$ cat src/rtl/colourflash_seq.sv
// colourflash_seq: flashes the first `round` colours of `segment`, then checks one press/release per step.
// Outputs are registered one cycle behind the FSM; no backpressure. COLOURFLASH_TIMEOUT_EN adds an idle-input timeout in WAIT_IN.
module colourflash_seq #(
   parameter int NUM_COLOURS    = 4,
   parameter int SEQ_DEPTH      = 32,
   parameter int ON_CYCLES      = 2,
   parameter int OFF_CYCLES     = 1,
   parameter int TIMEOUT_CYCLES = 64,
   localparam int IDX_W   = (NUM_COLOURS > 2) ? $clog2(NUM_COLOURS) : 1,
   localparam int ROUND_W = $clog2(SEQ_DEPTH + 1)
) (
   input  logic                            flash_clk,
   input  logic                            reset,
   input  logic                            start,
   input  logic [ROUND_W-1:0]              round,
   input  logic [SEQ_DEPTH-1:0][IDX_W-1:0] segment,
   input  logic [NUM_COLOURS-1:0]          player_input,
   output logic [NUM_COLOURS-1:0]          disp,
   output logic                            busy,
   output logic                            await_input,
   output logic                            round_pass,
   output logic                            round_fail
);

   localparam int STEP_W    = (SEQ_DEPTH > 2) ? $clog2(SEQ_DEPTH) : 1;
   localparam int PHASE_MAX = (ON_CYCLES > OFF_CYCLES) ? ON_CYCLES : OFF_CYCLES;
   localparam int CNT_W     = (PHASE_MAX > 1) ? $clog2(PHASE_MAX) : 1;

   localparam logic [CNT_W-1:0]   ON_LAST  = CNT_W'(ON_CYCLES - 1);
   localparam logic [CNT_W-1:0]   OFF_LAST = CNT_W'(OFF_CYCLES - 1);
   localparam logic [ROUND_W-1:0] DEPTH_R  = ROUND_W'(SEQ_DEPTH);
   localparam logic [IDX_W:0]     NUM_C    = (IDX_W + 1)'(NUM_COLOURS);

   typedef enum logic [2:0] {
      IDLE, FLASH_ON, FLASH_OFF, WAIT_IN, HOLD, PASS, FAIL
   } state_t;

   state_t               state_q, state_d;
   logic [STEP_W-1:0]    idx_q, idx_d;
   logic [ROUND_W-1:0]   round_q, round_d;
   logic [CNT_W-1:0]     cnt_q, cnt_d;
   logic [ROUND_W-1:0]   idx_inc;
   logic [NUM_COLOURS-1:0] want;
   logic                 multi;

   logic [NUM_COLOURS-1:0] disp_d;
   logic                   busy_d, await_d, pass_d, fail_d;

   // Out-of-range colour indices light nothing and can never be matched.
   function automatic logic [NUM_COLOURS-1:0] colour_mask(input logic [IDX_W-1:0] c);
      if ({1'b0, c} < NUM_C) return NUM_COLOURS'(1) << c;
      return '0;
   endfunction

   assign idx_inc = ROUND_W'(idx_q) + 1'b1;
   assign want    = colour_mask(segment[idx_q]);
   assign multi   = |(player_input & (player_input - 1'b1));

`ifdef COLOURFLASH_TIMEOUT_EN
   localparam int TO_W = $clog2(TIMEOUT_CYCLES + 1);
   localparam logic [TO_W-1:0] TO_LAST = TO_W'(TIMEOUT_CYCLES - 1);

   logic [TO_W-1:0] tmo_q, tmo_d;

   always_ff @(posedge flash_clk) begin
      if (reset) tmo_q <= '0;
      else       tmo_q <= tmo_d;
   end
`endif

   always_ff @(posedge flash_clk) begin
      if (reset) begin
         state_q <= IDLE;
         idx_q   <= '0;
         round_q <= '0;
         cnt_q   <= '0;
      end else begin
         state_q <= state_d;
         idx_q   <= idx_d;
         round_q <= round_d;
         cnt_q   <= cnt_d;
      end
   end

   always_comb begin
      state_d = state_q;
      idx_d   = idx_q;
      round_d = round_q;
      cnt_d   = cnt_q;
`ifdef COLOURFLASH_TIMEOUT_EN
      // Cleared everywhere except while idling in WAIT_IN, so it restarts on every entry.
      tmo_d   = '0;
`endif
      case (state_q)
         IDLE: begin
            if (start) begin
               round_d = (round > DEPTH_R) ? DEPTH_R : round;
               idx_d   = '0;
               cnt_d   = '0;
               state_d = (round == '0) ? PASS : FLASH_ON;
            end
         end
         FLASH_ON: begin
            if (cnt_q == ON_LAST) begin
               cnt_d   = '0;
               state_d = FLASH_OFF;
            end else begin
               cnt_d = cnt_q + 1'b1;
            end
         end
         FLASH_OFF: begin
            if (cnt_q == OFF_LAST) begin
               cnt_d = '0;
               if (idx_inc < round_q) begin
                  idx_d   = idx_q + 1'b1;
                  state_d = FLASH_ON;
               end else begin
                  idx_d   = '0;
                  state_d = WAIT_IN;
               end
            end else begin
               cnt_d = cnt_q + 1'b1;
            end
         end
         WAIT_IN: begin
            if (player_input != '0) begin
               state_d = (multi || player_input != want) ? FAIL : HOLD;
            end else begin
`ifdef COLOURFLASH_TIMEOUT_EN
               if (tmo_q == TO_LAST) state_d = FAIL;
               else                  tmo_d   = tmo_q + 1'b1;
`endif
            end
         end
         HOLD: begin
            if (player_input == '0) begin
               if (idx_inc == round_q) begin
                  state_d = PASS;
               end else begin
                  idx_d   = idx_q + 1'b1;
                  state_d = WAIT_IN;
               end
            end
         end
         PASS:    state_d = IDLE;
         FAIL:    state_d = IDLE;
         default: state_d = IDLE;
      endcase
   end

   always_comb begin
      disp_d  = '0;
      busy_d  = (state_q != IDLE);
      await_d = (state_q == WAIT_IN) || (state_q == HOLD);
      pass_d  = (state_q == PASS);
      fail_d  = (state_q == FAIL);
      case (state_q)
         FLASH_ON: disp_d = want;
         HOLD:     disp_d = player_input;
         default:  disp_d = '0;
      endcase
   end

   always_ff @(posedge flash_clk) begin
      if (reset) begin
         disp        <= '0;
         busy        <= 1'b0;
         await_input <= 1'b0;
         round_pass  <= 1'b0;
         round_fail  <= 1'b0;
      end else begin
         disp        <= disp_d;
         busy        <= busy_d;
         await_input <= await_d;
         round_pass  <= pass_d;
         round_fail  <= fail_d;
      end
   end

endmodule

$ cat config.mk
export PLATFORM = sky130hd
export DESIGN_NAME = colourflash_seq
export DESIGN_NICKNAME = d
export VERILOG_FILES = /design/src/rtl/colourflash_seq.sv
export SDC_FILE = /design/constraint.sdc
export NUM_CORES = 1
export LEC_CHECK = 0
export BUFFER_PORTS_ARGS = -buffer_cell sky130_fd_sc_hd__buf_2
export CAP_MARGIN = 20
export CORE_MARGIN = 4
export CORE_UTILIZATION = 35
export CTS_CLUSTER_SIZE = 24
export DETAILED_ROUTE_END_ITERATION = 8
export HOLD_SLACK_MARGIN = 0.1
export PLACE_DENSITY = 0.65
export SYNTH_ARGS = -nofsm -noshare
export SYNTH_HDL_FRONTEND = slang
export SYNTH_SLANG_ARGS = --single-unit
$ cat constraint.sdc
create_clock -name flash_clk -period 5.9 [get_ports flash_clk]
set_input_delay 0.295 -clock flash_clk [delete_from_list [all_inputs] [get_ports flash_clk]]
set_output_delay 0.295 -clock flash_clk [all_outputs]
set_load 0.005 [all_outputs]
=== Word-level counts from Yosys, hierarchy flattened ===
Cells that the tools add are included.

* Output and inout bits: 8
* Input bits: 77
* Flip-flop bits (word level): 23
* Logic and storage cells: 70

* Equality and inequality tests: 14
* Bitwise gates (word level): 1
* Shift-type cells: 1
* Multiplexer cells: 24
* $add $sub $neg: 4
* Order comparisons: 3
* Reduce and logical (&&, ||, !) cells: 14

{| class="wikitable"
|+ Operator list
! operator !! number
|-
| 5-bit 2-to-1 mux || 5
|-
| 3-bit 2-to-1 mux || 7
|-
| 3-bit case mux with 5 select lines || 1
|-
| 5-bit case mux with 3 select lines || 1
|-
| 2-bit != test (second input constant) || 6
|-
| 2-bit binary-select mux with 5-bit select || 1
|-
| 5-bit AND reduction || 2
|-
| 3-bit == test (second input constant) || 3
|-
| 3-bit nonzero test || 3
|-
| 4-bit case mux with 2 select lines || 1
|-
| 5-bit by 1-bit adder with 6-bit output (second input constant) || 1
|-
| 3-bit by 2-bit == test with 1-bit output (second input constant) || 2
|-
| 6-bit == test || 1
|-
| 6-bit > comparator (second input constant) || 1
|-
| 6-bit logical NOT || 1
|-
| 5-bit by 6-bit less-than comparator with 1-bit output (second input constant) || 1
|-
| 6-bit less-than comparator || 1
|-
| 2-bit 2-to-1 mux || 3
|-
| 6-bit 2-to-1 mux || 1
|-
| 5-bit by 1-bit adder with 5-bit output (second input constant) || 1
|-
| 4-bit AND || 1
|-
| 4-bit logical NOT || 1
|-
| 4-bit != test || 1
|-
| 2-bit AND reduction || 2
|-
| 10 further kinds || 13
|}

=== Logic depth before layout (Yosys ltp) ===
Gate-level depths: netlist (run 1).

* Depth after elaboration: 8
* Gate-level depth with buffers: 13
* Gate-level depth less buffers: 11

=== Worst setup path after synthesis (run 1) ===
No wires, ideal clock.

* Kind: reg2reg
* Start: register idx_q[1]
* End: register idx_q[2]
* Data arrival time: 2.606 ns
* Clock period less this slack: 2.697 ns
* Slack: 3.203 ns
* Path buffers: 3
* Required time: 5.809 ns
* Setup time: 0.091 ns
* Stages on the path, launching flop included: 13
* Path through: dfxtp_1 > buf_4 > buf_6 > buf_6 > nand3_1 > xnor2_1 > ha_1 > a211oi_1 > o221ai_1 > o21ai_0 > nor2b_1 > a21oi_1 > a311oi_1

* Word-level cells in the longest chain between the ends: 5
* Elaborated cells between the ends (all ways): 11
* Those cells by class: add/sub (2); order compare (1); eq/ne (2); mux (5); reduce/logical (1)

{| class="wikitable"
|+ Ends and longest elaborated chain
! item !! RTL line !! source
|-
| start: declaration || 39 || <nowiki>logic [STEP_W-1:0] idx_q, idx_d;</nowiki>
|-
| start signal: assignment || 79 || <nowiki>idx_q <= idx_d;</nowiki>
|-
| 5-bit by 1-bit adder with 6-bit output || 55 || <nowiki>assign idx_inc = ROUND_W'(idx_q) + 1'b1;</nowiki>
|-
| 6-bit less-than comparator || 114 || <nowiki>if (idx_inc < round_q) begin</nowiki>
|-
| 5-bit 2-to-1 mux || 114 ||
|-
| 5-bit 2-to-1 mux || 112 || <nowiki>if (cnt_q == OFF_LAST) begin</nowiki>
|-
| 5-bit case mux with 3 select lines || 94 || <nowiki>case (state_q)</nowiki>
|}

Several ways; a longest one is shown, not always the timed one. The select of a mux whose other input is x is not followed.
A chain may end at the register's enable or synchronous reset.

=== Final worst setup path (run 1) ===
* Start: register idx_q[0]
* End: register idx_q[2]

The elaborated chain is that of the path after synthesis.

==> impl_summary.md, run 1 <==
Pwr
Summed over all cells, the static leakage comes to 1.01 nW. The maximum ir drop on the vdd rail is 0.000123 V. Power comes to 0.000542 W.

The areal power density over the cells is 223 nW/µm².

STA
At the pin with the least slew margin, the transition time is 780 ps. The max-slew violation count is 0. The worst path setup slack after routing is 2720 ps.

The final-report hold violation count is 0. Setup total negative slack on the finished layout was measured at 0 ps. The worst pin sits at a relative slew slack of 47.9%. The final critical path takes up 53.8% of the cycle.

Setup repair after global routing left no endpoint under its margin. The fmax is 315 MHz. The minimum clock period after layout is 3180 ps. For the final database, setup skew stands at 7.25 ps.

The number of endpoints failing setup at the final stage is 0.

Setup path
The kind of start point of the critical path is a flop. The critical path is of the reg2reg type. For the worst setup path, the data required time is 6090 ps. The critical-path maximum fanout is 20. Data on the critical path arrives at its endpoint at 3360 ps. The kind of end point of the critical path is a flop.

Yosys
Counting flops and latches in the post-synthesis netlist gives 23. The proportion of synthesized area in mux cells is 19.4%. By instance count, the leading cell after synthesis is nor2_1. The largest family of logic cells by synthesized area is simple AND/OR/NAND/NOR gates. The mean area per synthesized cell is 8.50 µm². Counting instances in the post-synthesis netlist gives the leading cell types as 27 x nor2_1, 23 x dfxtp_1, 14 x a21oi_1. The area share of the leading cell type in the synthesized netlist is 23.5%. Sorting the synthesized cells by area gives the leading types as dfxtp_1 24%, mux2i_1 5.6%, nor2_1 5.2%, mux4_2 4.6%, ha_1 4.5%. The number of flops mapped to enable cells by yosys is 0. Counting every net in the synthesized netlist gives 314. The dominant register cell in the synthesized netlist is dfxtp_1. Sequential cells were found to cover 23.5% of the synthesized design area.

After Yosys synthesis, full adders, half adders and majority gates account for 4.48% of the synthesized area. The largest total area in the synthesized netlist belongs to dfxtp_1. Summing the areas of all compound-gate instances in the mapped netlist gives 18.3% of the synthesized area. The number of distinct standard cells referenced by the synthesized netlist is 50.

For this run, the number of Yosys warnings is 0. Synthesis handed over a netlist of 230 instances. The post-synthesis xor/xnor area fraction is 1.34%. The share of synthesized registers carrying an async set or reset is 0%.

Summing the areas of all and, or, nand and nor instances in the mapped netlist gives 26.2% of the synthesized area. The mapped cell area is 1960 µm².

Clock network
Once the clock tree was built, the resizer swapped 0 gates to a different size. The clock buffer count from CTS is 3. Hold repair after CTS inserted 0 buffers. The count of buffers added by post-CTS timing repair for setup is 0. In this run the deepest clock path goes through 2 buffers. The maximum level of the CTS H-tree is 1. The root buffer cell chosen for the clock tree is clkbuf_8. TritonCTS built the clock tree.

The number of clock sinks is 23. The clock latency of the later-clocked register in the worst-skew pair is 270 ps. The clock-pin slew of the registers on the worst-case setup and hold paths is 90 ps.

Global routing
The largest net degree at the start of global routing is 25. The combined global-route utilization of all metal layers is 14.8%. The wire length of the first global-routing pass is 8050 µm. The total overflow reported by the global router is 0. The number of antenna violations at the first check in global routing came to 0. The number of global-route vias before repair is 1828.

Route
Wires add up to 5170 µm. Once detail routing completed, the nets flagged for antenna violations numbered 0. The remaining routing DRC violations is 0. For this run, the detailed router's first-pass iteration total came to 4. After the first detailed-routing iteration, the DRC count stood at 111.

After detailed routing, the number of vias per cell comes to 5.27. Dividing the detail-routed wire length by the instance count gives 13.9 µm. The routed layout has 1964 vias.

Floorplan
The die is 82.8 µm tall. The initial cell density of the core is 37.1%. The floorplan step set the die width to 82.8 µm. The total I/O pin count is 85. The placeable core region is 5270 µm².

Row generation in the floorplan step produced 26 rows. The floorplan die area is 6850 µm².

Placed design
Once placement completed, the tool counted placed cells totaling 369. Timing analysis after detailed placement gives a worst setup slack of 2720 ps. The congestion estimate from routability-driven global placement came to 0.846.

Once detailed placement completed, the half-perimeter wirelength came to 4070 µm. Port buffering added 84 buffers.

Final layout
Compared with the post-synthesis result, the final layout area differs by 24.1%. The antenna cell count is 0. The share of the core filled with cells in the final layout is 46.1%.

After the flow finishes, the layout carries non-filler instances totaling 373. The final net count is 388. The ratio of cells with drive above 1 in the final layout is 34.0%.

Min path
The type of the worst min-delay path is in2reg.

Run
The number of violations of the max-capacitance limit is 0.

Run status
The flow ran to the end, and the final reports show no timing, DRC or antenna violations.
[cell usage in the layout (no fill, tap or decap), types with 2 or more instances in the layout]
cell type and instances:
nand2_1 12, mux4_1 3, nor3b_1 8, inv_1 11, and3b_1 2, clkbuf_8 3
mux2_1 4, nand3_1 4, buf_2 84, mux2_2 5, nor2_1 27, nand2b_1 8
a21oi_1 14, a211oi_1 5, ha_1 7, o21ai_0 4, o22ai_1 5, nand3b_1 3
a32oi_1 2, nor4_2 3, xnor2_1 2, a311oi_1 3, nor3_1 7, a22oi_1 5
o211ai_1 2, mux2i_1 11, dfxtp_1 23, nor2b_1 8, o32ai_1 2, mux4_2 4
and2_1 2, nor4_1 3
[registers in the layout (all words and copies together), names as in the netlist, 3 cells and up]
register,count
disp,4
idx_q,5
state_q,3
round_q,6
[final cells by class]
class                           count  area, µm²
Fill cell                         543       2840
Multi-Input combinational cell    180       1370
Sequential cell                    23        460
Timing Repair Buffer               85        428
Tap cell                           70       87.6
Clock buffer                        4       45.0
Inverter                           11       41.3
[final timing paths]
kind,from,end,slack (ps),cells past startpoint
max,idx_q[0],idx_q[2],2720,11
min,start,round_q[5],330,3
min reg2reg,round_q[5],round_q[5],460,2
max reg2reg,idx_q[0],idx_q[2],2720,11
[cells by family (layout without fill, tap and decap cells)]
group,count (synthesis),after routing
AOI/OAI and AO/OA,52,52
xor gates and xnor gates,3,3
adders and majority gates,7,7
buffers and inverters,27,100
DFF,23,23
muxes,27,27
and+or+nand+nor,91,91
[worst max-delay path, stage by stage (launching register included)]
cell      delay [ps]
dfxtp_1          830
ha_1             340
nand3_1          110
xnor2_1          230
ha_1             280
nand4_1          110
o211ai_1         130
a21oi_1          170
o21ai_1          170
nor2b_1          350
a21oi_1          120
a311oi_1         250
[metrics by stage]
stage / area [µm²] / hold slack [ps]
floorplan: 1960 / 367
global placement: 2380 / 447
detailed placement: 2380 / 450
CTS: 2430 / 318
global route: 2430 / 322
finish: 2430 / 327
[layer usage]
layer / vias to the layer above / share of wire (%) / track usage (%)
li1: 1016 / - / -
met1: 883 / 44 / 18.5
met2: 61 / 47 / 26.8
met3: 4 / 8.2 / 2.60
met4: 0 / 0.64 / 2.45
met5: - / 0 / 0
[power breakdown]
group / switching, W / internal [W]
Sequential: 0.0000472 / 0.000178
Combinational: 0.000113 / 0.000104
Clock: 0.0000519 / 0.0000483
Note: power is estimated with default switching activity, not from simulation.
==> run 2: changes to the inputs <==
==> constraint.sdc (replaced) <==
create_clock -name flash_clk -period 2.97 [get_ports flash_clk]
set_input_delay 0.1485 -clock flash_clk [delete_from_list [all_inputs] [get_ports flash_clk]]
set_output_delay 0.1485 -clock flash_clk [all_outputs]
set_load 0.005 [all_outputs]
==> impl_summary.md, run 2 (synthesized netlist as in run 1, its figures left out) <==
Final layout
The repair_antennas step left the layout with diodes totalling 0. The layout overhead on the synthesized area is 25.8%. Across the whole layout, storage elements account for 460 µm². After the last flow step, the layout net total stands at 392.

The register containing the most flip-flops in the final layout is round_q. In the layout the commonest cells are 84 x buf_2, 27 x nor2_1, 23 x dfxtp_1. The flip-flop count of the largest register after layout is 6.

Counting the fill cells in the layout gives 548. The post-route netlist has 35.2% of its cells at a drive strength greater than 1. Leaving out fill and tap cells, the most frequent cell in the layout is buf_2. Summing all multi-input logic gate instances after layout gives 1370 µm². The largest registers in the layout are round_q (6), idx_q (5), disp (4).

Clock network
The clock buffer count from CTS is 3. Once the clock tree was built, the resizer swapped 0 gates to a different size. The clock reaches the later pin of the worst-skew pair after 260 ps. The clock-pin slew of the registers on the worst-case setup and hold paths is 80 ps.

Counting along the longest clock path gives a buffer depth of 2. The number of clock sinks is 23. After clock tree synthesis, the setup repair step added 0 buffers. CTS placed an instance of clkbuf_8 at the clock tree root. TritonCTS built the clock tree.

Buffers inserted to repair hold after CTS numbered 0. CTS built an H-tree with a depth of 1.

Floorplan
The core region is 5270 µm². The placement row count is 26. The initial cell density of the core is 37.1%. Pin placement for this block handled 85 I/O pins. The die covers 6850 µm².

The die is 82.8 µm tall. The die width is 82.8 µm.

Setup path
The kind of end point of the critical path is a flop. The critical-path maximum fanout is 29. The worst setup path is of the reg2reg kind. For this run, the slowest stage of the critical path takes 560 ps. The signal on the critical path passes through buf_4 -> mux4_2 -> o22ai_1 -> nor3_1 -> nor4_4 -> nor3b_1 -> o211a_1 -> o32ai_1. The kind of start point of the critical path is a flop. Data on the critical path arrives at its endpoint at 2810 ps. On the critical path, the stage with the largest delay is an instance of mux4_2. The required time at the worst-slack endpoint is 3140 ps.

STA
In this run the tightest slew margin relative to its limit is 56.5%. The max-slew violation count came to 0. Adding up every negative setup slack in the final design gives 0 ps.

The final-report hold violation count is 0. Setup repair after global routing left no endpoint under its margin. At the pin with the least slew margin, the transition time is 652 ps. The worst path setup slack after routing is 329 ps. Derived from the worst setup path, the maximum achievable clock frequency is 379 MHz. Dividing the final minimum period by the clock period gives 88.9%.

The worst path needs 2640 ps of the cycle, external delays included. Between clock sinks in the finished design, the worst skew comes to 2.99 ps. The number of endpoints failing setup at the final stage is 0.

Global routing
The number of antenna violations at the first check in global routing is 0. The first global-routing pass estimated 7890 µm of wire. The number of global-route vias before repair is 1828. The largest net degree at the start of global routing is 30. The total overflow reported by the global router is 0. The combined global-route utilization of all metal layers is 14.3%.

Min path
The type of the worst min-delay path is in2reg.

Placed design
Detailed placement finished with a half-perimeter wire length of 4000 µm. At the placement stage, the worst setup path has a slack of 331 ps. The weighted congestion reported at the end of routability-driven placement is 0.822. Input and output buffers added on the ports amount to 84.

Route
For this run, design rule violations remaining after detail routing come to 0. The first detailed-routing pass took 5 iterations. The routed design has 5130 µm of wire. The antenna violation net count after detailed routing is 0.

After detailed routing, the average wire length per cell comes to 13.6 µm. The ratio of routed vias to standard cells is 5.32. The DRC marker count from the first detailed-route iteration is 132. The via count of the routed design is 2007.

Pwr
In this run the power density over the cells is 446 nW/µm². The maximum ir drop on the vdd rail is 0.000512 V. The static leakage is 1.03 nW.

Run status
The run finished with clean final reports.

Run
The number of violations of the max-capacitance limit is 0.
==> run 2: final timing paths <==
| path | from | endpoint | slack, ps | cells past startpoint |
|---|---|---|---|---|
| min reg2reg | round_q[5] | round_q[5] | 470 | 2 |
| min | player_input[2] | disp[2] | 190 | 3 |
| max | idx_q[1] | state_q[1] | 330 | 8 |
| max reg2reg | idx_q[1] | state_q[1] | 330 | 8 |
==> run 2: layer usage <==
metal | part of all wire, % | routed length [µm] | global-route usage (%) | vias up
met4 | 0.53 | 27 | 1.47 | 0
met3 | 8.3 | 426 | 2.82 | 4
met5 | 0 | 0 | 0 | -
met2 | 46 | 2380 | 26.3 | 73
li1 | - | - | - | 1010
met1 | 45 | 2300 | 17.7 | 920
==> run 2: critical path: cells and delay by family (launching register included) <==
family	cells	cell delay, ps
AOI/OAI and AO/OA	3	640
DFF	1	370
and+or+nand+nor	3	620
buffers and inverters	1	340
muxes	1	560
==> run 2: power breakdown <==
group	switching [W]	total, W	internal (W)	leakage (nW)
sequential	0.0000825	0.000436	0.000353	0.187
combinational	0.000244	0.000464	0.000220	0.817
clock	0.000100	0.000196	0.0000958	0.0228
total	0.000427	0.00110	0.000669	1.03
==> run 2: cell type report <==
cell class	instances	share of cell area, %
clock buffer	4	1.83
tap	70	3.56
multi-input combinational	180	55.6
timing repair buffer	89	18.6
sequential	23	18.7
inverter	11	1.68
==> run 2: per-stage QoR <==
stage | hold WS (ps) | power [W] | util [%] | std cells | area [µm²]
finish | 192 | 0.00110 | 46.7 | 377 | 2460
global route | 202 | 0.00118 | 46.7 | 377 | 2460
detailed placement | 458 | 0.000899 | 45.8 | 373 | 2410
floorplan | 221 | 0.000751 | - | 230 | 1960
global placement | 449 | 0.000896 | 45.8 | 373 | 2410
CTS | 183 | 0.00110 | 46.6 | 377 | 2460
